==> config.mk <==
export PLATFORM = sky130hd
export DESIGN_NAME = int_vector_ctrl
export DESIGN_NICKNAME = d
export VERILOG_FILES = /design/src/rtl/int_vector_ctrl.sv
export SDC_FILE = /design/constraint.sdc
export NUM_CORES = 1
export LEC_CHECK = 0
export CORE_MARGIN = 3
export CORE_UTILIZATION = 44
export CTS_CLUSTER_SIZE = 25
export DETAILED_ROUTE_END_ITERATION = 8
export PLACE_DENSITY_LB_ADDON = 0.2
export SYNTH_ARGS = -nofsm -noshare
export SYNTH_HDL_FRONTEND = slang
export SYNTH_SLANG_ARGS = --single-unit
==> constraint.sdc <==
create_clock -name clk -period 2 [get_ports clk]
set_input_delay 0.3 -clock clk [delete_from_list [all_inputs] [get_ports clk]]
set_output_delay 0.3 -clock clk [all_outputs]
set_load 0.005 [all_outputs]
==> src/rtl/int_vector_ctrl.sv <==
// Interrupt vectoring controller: holds the arbiter's request until an instruction
// boundary, runs the req/ack handshake to the CPU and tracks in-service state until RETI.
// Optional two-level nesting with IP priority bits: define INT_NEST_EN.
module int_vector_ctrl #(
    parameter logic [15:0] VEC_BASE   = 16'h0003,
    parameter int unsigned VEC_STRIDE = 8,
    parameter int unsigned NUM_SRC    = 5
) (
    input  logic               clk,
    input  logic               rst_n,
    input  logic [NUM_SRC-1:0] int_early,
    input  logic               instr_end,
    input  logic               int_ack,
    input  logic               reti,
`ifdef INT_NEST_EN
    input  logic [NUM_SRC-1:0] IP,
`endif
    output logic               int_req,
    output logic [15:0]        int_vec,
    output logic [NUM_SRC-1:0] clr_flag,
    output logic               in_service
);

    localparam int unsigned IDX_W = (NUM_SRC > 1) ? $clog2(NUM_SRC) : 1;

    typedef enum logic [1:0] {IDLE, PEND, REQ, SERV} state_t;

    state_t             state;
    logic               block;
    logic [IDX_W-1:0]   idx_q;
    logic [NUM_SRC-1:0] cand;
    logic [IDX_W-1:0]   sel_idx;
    logic [15:0]        sel_vec;
    logic [NUM_SRC-1:0] idx_onehot;

`ifdef INT_NEST_EN
    logic               lo_active;
    logic               hi_active;
    logic [IDX_W-1:0]   lo_idx;
    logic [NUM_SRC-1:0] hi_req;
`endif

    function automatic logic [IDX_W-1:0] lowest_idx(input logic [NUM_SRC-1:0] v);
        lowest_idx = '0;
        for (int unsigned i = NUM_SRC; i > 0; i--)
            if (v[i-1]) lowest_idx = IDX_W'(i - 1);
    endfunction

    // While a low-priority handler runs, only high-priority sources may preempt it.
    always_comb begin
`ifdef INT_NEST_EN
        hi_req = int_early & IP;
        if (lo_active)
            cand = hi_req;
        else
            cand = (|hi_req) ? hi_req : int_early;
`else
        cand = int_early;
`endif
    end

    assign sel_idx    = lowest_idx(cand);
    assign sel_vec    = VEC_BASE + 16'(VEC_STRIDE * 32'(sel_idx));
    assign idx_onehot = {{(NUM_SRC-1){1'b0}}, 1'b1} << idx_q;

    always_ff @(posedge clk or negedge rst_n) begin
        if (!rst_n) begin
            state      <= IDLE;
            block      <= 1'b0;
            idx_q      <= '0;
            int_req    <= 1'b0;
            int_vec    <= '0;
            clr_flag   <= '0;
            in_service <= 1'b0;
`ifdef INT_NEST_EN
            lo_active  <= 1'b0;
            hi_active  <= 1'b0;
            lo_idx     <= '0;
`endif
        end else begin
            clr_flag <= '0;
            // Any instr_end releases the post-RETI block; a RETI in the same cycle re-sets it below.
            if (instr_end) block <= 1'b0;

            case (state)
                IDLE: begin
                    if (|cand && !block) begin
                        idx_q <= sel_idx;
                        state <= PEND;
                    end
                end
                PEND: begin
                    if (cand == '0) begin
`ifdef INT_NEST_EN
                        state <= lo_active ? SERV : IDLE;
`else
                        state <= IDLE;
`endif
                    end else begin
                        idx_q <= sel_idx;
                        if (instr_end) begin
                            int_req <= 1'b1;
                            int_vec <= sel_vec;
                            state   <= REQ;
                        end
                    end
                end
                REQ: begin
                    if (int_ack) begin
                        int_req    <= 1'b0;
                        in_service <= 1'b1;
                        state      <= SERV;
                        if (32'(idx_q) < 32'd4) clr_flag <= idx_onehot;
`ifdef INT_NEST_EN
                        if (lo_active) hi_active <= 1'b1;
                        else           lo_active <= 1'b1;
`endif
                    end
                end
                SERV: begin
`ifdef INT_NEST_EN
                    if (reti) begin
                        block <= 1'b1;
                        if (hi_active) begin
                            hi_active <= 1'b0;
                            idx_q     <= lo_idx;
                        end else begin
                            lo_active  <= 1'b0;
                            in_service <= 1'b0;
                            state      <= IDLE;
                        end
                    end else if (!hi_active && |hi_req && !block) begin
                        lo_idx <= idx_q;
                        idx_q  <= sel_idx;
                        state  <= PEND;
                    end
`else
                    if (reti) begin
                        in_service <= 1'b0;
                        block      <= 1'b1;
                        state      <= IDLE;
                    end
`endif
                end
                default: state <= IDLE;
            endcase
        end
    end

endmodule

==> summary.txt, run 1 <==
Outcome
  – Status: complete, no violations

Route
  – Highest routed layer: met4
  – Initial DRC count: 1
  – WL/cell: 11.84 microns
  – Metal2 WL: 706 microns
  – M1 WL: 629 microns
  – Pre-Repair DR Iteration Count: 4
  – Drt total wl: 1445 microns
  – Residual DRC: 0
  – Met3 WL: 95 microns
  – Via count: between 500 and 600
  – Routed Antenna Nets: 0
  – Vias per inst: 4.746

Clock network
  – Number of CTS-inserted buffers: 3
  – CTS sink cnt: 17
  – H-tree levels: 1
  – CTS resizes: 0
  – # hold bufs at CTS: 0
  – Clk_lat worst skew: about 0.28 ns
  – Clk slew on worst S/H paths: 0.09 ns
  – CTS tree: built
  – CTS Buffer Depth: 2
  – Root buffer cell: clkbuf_4
  – Setup bufs post-CTS: 0

Die
  – Die Y: 48.50 microns
  – Area of the die: 2352 sq um
  – Die X: 48.50 microns
  – IO Pins: 33
  – Core area: 1594 sq um
  – FP Rows: 14
  – Starting Density: 49.84%

Cells and area
  – Final non-filler cell total: 122
  – # fillers: 148
  – Area Growth Syn to Fin: 27.40%
  – Ant. Diodes: 0
  – Nets@finish: about 110
  – Share of layout cells above drive strength 1: under 10%

Yosys
  – Async set-reset flop share out of synthesis: 100.0%
  – Yosys warning total: 0
  – Synth top cells by count: dfrtp_1 (17), buf_4 (12), nand2_1 (8)
  – Leading area contributor after synthesis: dfrtp_1
  – Most common cell in the netlist: dfrtp_1
  – Mapped Cells: 75
  – Seq/Total Area, Yosys: 53.54%
  – Post-synth EDFFs: 0
  – Main synth FF type: dfrtp_1
  – Largest cells by area after synthesis: dfrtp_1 (54%), buf_4 (11%), nand2_1 (3.8%)
  – Synth Register Bits: 17
  – Top-area cell type share of the netlist area: 53.54%
  – Distinct cell type count after synthesis: 27
  – Post-synthesis cell area: 794.5 sq um
  – Syn Area/Cell: 10.59 sq um

STA
  – Max Clock Freq: 664.1 MHz
  – Final worst-path cycle share: 75.29%
  – Post-layout min period: 1.506 ns
  – Clock skew: 0.002763 ns
  – Hold Vio Cnt, Final: 0
  – Final setup TNS: 0 ns
  – Unrepaired setup endpoints after global routing: no
  – Final Max Tran Viols: 0
  – Final setup viols: 0

Global route
  – Largest net degree at the start of global routing: 18
  – Tot GR Track Use: about 14%
  – Number of global-route vias before repair: between 500 and 600
  – Total grt overflow: 0
  – Initial antenna violation count: 0
  – First-pass GRT wire length: 2497 microns

Worst setup path
  – Nature of the critical path startpoint: primary input
  – Req. time, crit path: about 2.2 ns
  – Worst flop-to-flop path endpoint: int_vec[4]
  – Critical path arrival: 1.67 ns
  – R2R Setup Slk: 0.69 ns
  – Crit. End Element: flop
  – Critical Path Fanout Max: 4
  – Worst Setup SP: int_early[0]
  – Crit Path Category: primary input to flop
  – Reg2reg path depth: 3
  – End point of the critical path: state[0]

Placed design
  – DP HPWL: 1122 microns
  – I/O Buffers: 21
  – Inst Count DP: 118
  – RePlAce Congestion: 0.7673

Pwr
  – Leak pwr: 0.4490 nW
  – Pwr/cell area: about 1100 nW/um^2
  – Worst vdd ir: 0.0007402 V

Flow run
  – Max-cap violations: 0

Hold path
  – Hold crit path type: primary input to asynchronous set/reset pin
[critical path, cell delays in order]
cell and delay, ns:
clkdlybuf4s50_1 0.44, or4_4 0.59, o211ai_2 0.23, o22ai_1 0.12
[sequential cells by signal, indices dropped and copies added (netlist names), named ones only]
| signal | count |
|---|---|
| idx_q | 3 |
| int_vec | 4 |
| int_req | 1 |
| in_service | 1 |
| state | 1 |
| clr_flag | 5 |
| block | 1 |
[placed cells by master (no fill, tap or decap), types with 2 or more instances in the layout]
master            n
inv_1             2
clkbuf_4          3
clkdlybuf4s50_1  21
nand2b_1          2
nor2_1            4
a21oi_1           4
o2bb2ai_1         2
nor4b_1           2
nand2_1           8
o21ai_0           3
conb_1           12
dfrtp_1          17
nor2b_1           2
[area by class of cell]
type                            count  area (sq um)  share of cell area (%)
Sequential cell                    17         425.4                   42.03
Multi-Input combinational cell     53         305.3                   30.16
Timing Repair Buffer               22         217.7                   21.51
Tap cell                           24         30.03                   2.967
Clock buffer                        4         26.28                   2.596
Inverter                            2         7.507                  0.7417
[worst min path at each step]
stage,end,slack [ns],start
2_1_floorplan,asynchronous set/reset pin,0.004,rst_n
3_3_place_gp,int_req,0.47,int_req
3_5_place_dp,int_req,0.47,int_req
4_1_cts,clr_flag[0],0.33,rst_n
5_1_grt,clr_flag[0],0.32,rst_n
6_report,clr_flag[0],0.33,rst_n
[metal layers]
metal,global-route usage [%],vias up
met1,18.22,276
met4,7.109,0
li1,-,282
met3,3.067,2
met2,21.33,19
met5,0,-
[power breakdown]
group	internal (mW)	total (mW)	switching [mW]	leakage, nW
Clock	0.0773	0.177	0.100	0.0150
Sequential	0.455	0.578	0.122	0.212
Combinational	0.229	0.390	0.162	0.222
[through the flow]
stage	util (%)	hold slack (ns)	area, sq um	setup WS [ns]	total power [mW]
after floorplan	-	0.004409	835.8	0.7293	0.7970
after global placement	61.85	0.4667	985.9	0.2297	0.9640
after detailed placement	61.85	0.4743	985.9	0.1942	0.9780
after CTS	63.50	0.3251	1012	0.5011	1.160
after global routing	63.50	0.3198	1012	0.4591	1.237
final	63.50	0.3257	1012	0.4943	1.145
[cell families (layout without fill, tap and decap cells)]
kind of cell    Yosys count  after routing  synth area share, %
compound gates           15             15                14.17
other cells               1             12               0.4720
flops                    17             17                53.54
buf+inv                  16             28                13.23
simple gates             26             26                18.58
(Power assumes the default switching activity.)
==> run 2, diff against run 1 <==
Settings changed: CORE_UTILIZATION 44 to 37.
Clock period 2 ns to 1.2 ns, I/O delays scaled along.
==> summary.txt, run 2 (same netlist as run 1, synthesis figures left out) <==
Cells and area
  – Fin area: 1106 sq um (+9.3%)
  – Share of layout cells above drive strength 1: 22.12% (+14 points)
  – Number of flip-flops in the largest register: 5 (unchanged)
  – Most common cell after layout, fill and taps aside: dfrtp_1
  – Most frequent cells in the layout: dfrtp_1 (17), buf_4 (16), dlygate4sd2_1 (15), conb_1 (12), nand2_1 (8)
  – # fillers: 190 (+28%)
  – Top flop regs: clr_flag: 5 flops, int_vec: 4 flops, idx_q: 3 flops
  – Area occupied by multi-input gates: 306.5 sq um (+0.41%)
  – Storage cell area: 425.4 sq um (unchanged)
  – Ant. Diodes: 0 (unchanged)
  – Nets@finish: 124 (+14%)
  – Area Growth Syn to Fin: 39.21%
  – Biggest register: clr_flag
  – Final non-filler cell total: 140 (+15%)

Clock network
  – CTS sink cnt: 17 (unchanged)
  – Clk_lat worst skew: 0.30 ns (+0.02 ns)
  – Clk slew on worst S/H paths: 0.10 ns (about the same)
  – CTS Buffer Depth: 2 (unchanged)
  – Number of CTS-inserted buffers: 3 (unchanged)
  – CTS tree: built
  – Root buffer cell: clkbuf_4
  – H-tree levels: 1 (unchanged)

Die
  – FP Rows: 16 (+2)
  – Die Y: 52.34 microns (+7.9%)
  – Starting Density: 39.69% (-10 points)
  – IO Pins: 33 (unchanged)
  – Die X: 52.34 microns (+7.9%)
  – Core area: 2002 sq um (+26%)
  – Area of the die: 2739 sq um (+16%)

Worst setup path
  – Crit-path leading delay family: flip-flops
  – Req. time, crit path: 1.02 ns (-1.15 ns)
  – Crit-path max cell delay: 0.40 ns (-0.19 ns)
  – Crit Path Category: flop to primary output
  – Critical Path Fanout Max: 2 (-2)
  – Reg2reg path depth: 3 (unchanged)
  – CP Cell Sequence: dlygate4sd2_1
  – Nature of the critical path startpoint: flop
  – Critical path buffer and inverter count: 1 (unchanged)
  – CP max-delay cell: dfrtp_1
  – Levels on crit path: 1 (-3)
  – Crit. End Element: primary output
  – Critical path arrival: 0.96 ns (-0.71 ns)

Global route
  – First-pass GRT wire length: 2580 microns (+3.3%)
  – Tot GR Track Use: 12.99% (-0.83 points)
  – Initial antenna violation count: 0 (unchanged)
  – Total grt overflow: 0 (unchanged)
  – Number of global-route vias before repair: 620 (+12%)
  – Largest net degree at the start of global routing: 18 (unchanged)

Pwr
  – Pwr/cell area: 1829 nW/um^2 (+62%)
  – Leak pwr: 0.5511 nW (+23%)
  – Worst vdd ir: 0.0008401 V (+13%)

STA
  – Final setup TNS: 0 ns (unchanged)
  – Final worst-path cycle share: between 90% and 100%
  – Hold Vio Cnt, Final: 0 (unchanged)
  – Worst Hold Slack: 0.1915 ns (-0.1342 ns)
  – Post-layout min period: 1.142 ns
  – Final Max Tran Viols: 0 (unchanged)
  – Max Clock Freq: 875.4 MHz
  – Final setup viols: 0 (unchanged)
  – Clock skew: 0.008500 ns (+0.005737 ns)
  – Unrepaired setup endpoints after global routing: no

Route
  – Pre-Repair DR Iteration Count: 4 (unchanged)
  – WL/cell: 11.39 microns (-3.8%)
  – Drt total wl: 1595 microns (+10%)
  – Via count: 634 (+9.5%)
  – Routed Antenna Nets: 0 (unchanged)
  – Vias per inst: 4.529 (-4.6%)
  – Residual DRC: 0 (unchanged)
  – Initial DRC count: 19 (+18)

Placed design
  – DP HPWL: 1211 microns (+8.0%)
  – Area after DPL: 1066 sq um (+8.1%)
  – I/O Buffers: 21 (unchanged)
  – RePlAce Congestion: 0.7796 (+1.6%)
  – Inst Count DP: 131 (+11%)

Hold path
  – Hold crit path type: primary input to asynchronous set/reset pin

Outcome
  – Status: complete, no violations

Flow run
  – Max-cap violations: 0 (unchanged)
## run 2: cell count changes in the layout (fill, tap and decap cells not counted)
cell,delta
clkdlybuf4s50_1,-16
buf_4,+15
dlygate4sd2_1,+15
and3b_1,-1
and3b_2,+1
buf_2,+1
## run 2: layout make-up
cell class / count / share of cell area (%)
multi-input combinational: 53 / 27.71
inverter: 2 / 0.6787
sequential: 17 / 38.46
timing repair buffer: 37 / 27.71
tap: 27 / 3.054
clock buffer: 4 / 2.376
## run 2: what timing repair did
item | CTS | global route
hold buffers | 0 | 0
hold endpoints to repair | 0 | 0
resized for setup | 19 | 0
gates cloned | 0 | 0
endpoints found under the setup margin | 20 | 1
setup buffers | 5 | 0
pin swaps | 3 | 1
## run 2: power by group
group,switching [mW],total (mW),leakage (nW),internal [mW]
combinational,0.342,0.799,0.324,0.458
clock,0.179,0.308,0.0150,0.130
sequential,0.156,0.915,0.212,0.759
## run 2: final timing paths
check / startpoint / end / slack, ns
worst min-delay path: rst_n / clr_flag[3] / 0.19
min in group clk: int_early[0] / int_req / 0.40
worst min register to register: idx_q[1] / clr_flag[1] / 0.52
worst max register to register: flop / int_vec[4] / 0.08
max in group asynchronous: rst_n / in_service / 0.81
worst max-delay path: int_vec[3] / int_vec[3] / 0.06
## run 2: per-layer routing
layer / wire length, microns / GRT usage (%) / up-vias
met5: 0 / 0 / -
met4: 30 / 6.383 / 0
met3: 111 / 3.704 / 2
met2: 752 / 21.49 / 23
met1: 700 / 15.21 / 296
li1: - / - / 313
## run 2: through the flow
step	utilization [%]	total power, mW	setup WS (ns)
after floorplan	-	1.340	0.01490
after global placement	53.25	1.725	-0.4226
after detailed placement	53.25	1.733	-0.4324
after CTS	55.25	2.046	0.02973
after global routing	55.25	2.183	0.005012
final	55.25	2.023	0.05764
==> run 3, diff against run 2 <==
Settings changed: ABC_CLOCK_PERIOD_IN_PS from default to 1200, SETUP_SLACK_MARGIN from default to 0.4, SKIP_CTS_REPAIR_TIMING from default to 1.
==> summary.txt, run 3 (same netlist as run 1, synthesis figures left out) <==
Route
  – Drt total wl: 1747 microns (+9.5%)
  – Via count: 663 (+4.6%)
  – Routed Antenna Nets: 0 (unchanged)
  – Pre-Repair DR Iteration Count: 5 (+1)
  – Residual DRC: 0 (unchanged)
  – Vias per inst: 4.572 (+0.97%)
  – Initial DRC count: 7 (-12)
  – WL/cell: 12.05 microns (+5.8%)

Clock network
  – H-tree levels: 1 (unchanged)
  – CTS sink cnt: 17 (unchanged)
  – Clk slew on worst S/H paths: 0.09 ns (about the same)
  – Number of CTS-inserted buffers: 3 (unchanged)
  – CTS tree: built
  – CTS Buffer Depth: 2 (unchanged)
  – Root buffer cell: clkbuf_4
  – Clk_lat worst skew: 0.29 ns (about the same)

Die
  – Core area: 2002 sq um (unchanged)
  – Die X: 52.34 microns (unchanged)
  – FP Rows: 16 (unchanged)
  – Area of the die: 2739 sq um (unchanged)
  – Starting Density: 39.69% (unchanged)
  – IO Pins: 33 (unchanged)
  – Die Y: 52.34 microns (unchanged)

Worst setup path
  – Crit. End Element: flop
  – Critical path arrival: 1.33 ns (+0.37 ns)
  – CP Cell Sequence: and3b_2 -> o21ai_4 -> a22o_1
  – Req. time, crit path: 1.38 ns (+0.36 ns)
  – Reg2reg path depth: 3 (unchanged)
  – Nature of the critical path startpoint: flop
  – Crit-path leading delay family: flip-flops
  – Crit-path max cell delay: 0.45 ns (+0.05 ns)
  – Levels on crit path: 3 (+2)
  – CP max-delay cell: dfrtp_2
  – Critical path buffer and inverter count: 0 (-1)
  – Crit Path Category: flop to flop
  – Critical Path Fanout Max: 5 (+3)

STA
  – Post-layout min period: 1.147 ns (+0.004619 ns)
  – Final Max Tran Viols: 0 (unchanged)
  – Max Clock Freq: 871.9 MHz (-0.40%)
  – Hold Vio Cnt, Final: 0 (unchanged)
  – Final worst-path cycle share: 95.58% (+0.38 points)
  – Unrepaired setup endpoints after global routing: yes
  – Final setup TNS: 0 ns (unchanged)
  – Final setup viols: 0 (unchanged)
  – Worst Hold Slack: 0.2157 ns (+0.02423 ns)
  – Clock skew: 0.0006159 ns (-0.007884 ns)

Cells and area
  – Final non-filler cell total: 145 (+3.6%)
  – Ant. Diodes: 0 (unchanged)
  – Area Growth Syn to Fin: 46.14%
  – Nets@finish: 129 (+4.0%)
  – Biggest register: clr_flag
  – Most common cell after layout, fill and taps aside: buf_4
  – Top flop regs: clr_flag: 5 flops, int_vec: 4 flops, idx_q: 3 flops
  – Number of flip-flops in the largest register: 5 (unchanged)
  – Most frequent cells in the layout: buf_4 (20), dfrtp_1 (16), clkbuf_2 (13), conb_1 (12), nand2_1 (7)
  – Share of layout cells above drive strength 1: 44.92% (+23 points)

Global route
  – Number of global-route vias before repair: 586 (-5.5%)
  – Tot GR Track Use: 12.98% (about the same)
  – Largest net degree at the start of global routing: 18 (unchanged)
  – Total grt overflow: 0 (unchanged)
  – Initial antenna violation count: 0 (unchanged)
  – First-pass GRT wire length: 2532 microns (-1.9%)

Hold path
  – Hold crit path type: primary input to asynchronous set/reset pin

Pwr
  – Power, Total: 2.227 mW (+10%)
  – Worst vdd ir: 0.0009090 V (+8.2%)
  – Pwr/cell area: 1918 nW/um^2 (+4.9%)
  – Leak pwr: 0.5690 nW (+3.3%)

Flow run
  – Max-cap violations: 0 (unchanged)

Placed design
  – Inst Count DP: 131 (unchanged)
  – I/O Buffers: 21 (unchanged)
  – RePlAce Congestion: 0.8692 (+11%)
  – DP HPWL: 1204 microns (-0.62%)

Outcome
  – Status: complete, no violations
[run 3: per-layer routing]
| metal | share of wire [%] | up-vias | global-route usage, % |
|---|---|---|---|
| li1 | - | 323 | - |
| met5 | 0 | - | 0 |
| met1 | 42 | 308 | 15.71 |
| met3 | 8.1 | 4 | 2.849 |
| met4 | 1.7 | 0 | 8.936 |
| met2 | 48 | 28 | 20.25 |
[run 3: final cells by class]
| cell class | instances | area, sq um |
|---|---|---|
| clock buffer | 4 | 26.28 |
| tap | 27 | 33.78 |
| inverter | 2 | 7.507 |
| fill | 191 | 840.8 |
| multi-input combinational | 53 | 354.1 |
| timing repair buffer | 42 | 312.8 |
| sequential | 17 | 426.7 |
[run 3: worst paths after layout]
kind                              startpoint                         end  slack (ns)
worst max register to register          flop                  int_vec[4]        0.05
max in group asynchronous              rst_n  asynchronous set/reset pin        0.79
worst max-delay path                    flop                  int_vec[4]        0.05
worst min-delay path                   rst_n                     int_req        0.22
worst min register to register      idx_q[0]                 clr_flag[2]        0.53
min in group clk                int_early[2]                        flop        0.27
[run 3: metrics by stage]
stage / setup WS (ns) / utilization (%) / area, sq um
2_1_floorplan: 0.04100 / - / 868.3
3_5_place_dp: -0.4736 / 53.81 / 1077
5_1_grt: 0.02322 / 58.00 / 1161
6_report: 0.05302 / 58.00 / 1161
3_3_place_gp: -0.4516 / 53.81 / 1077
4_1_cts: -0.1832 / 55.13 / 1104
[run 3: power breakdown]
part	switching (mW)	internal, mW
Sequential	0.185	0.763
Clock	0.170	0.129
Combinational	0.427	0.553
Total	0.782	1.45
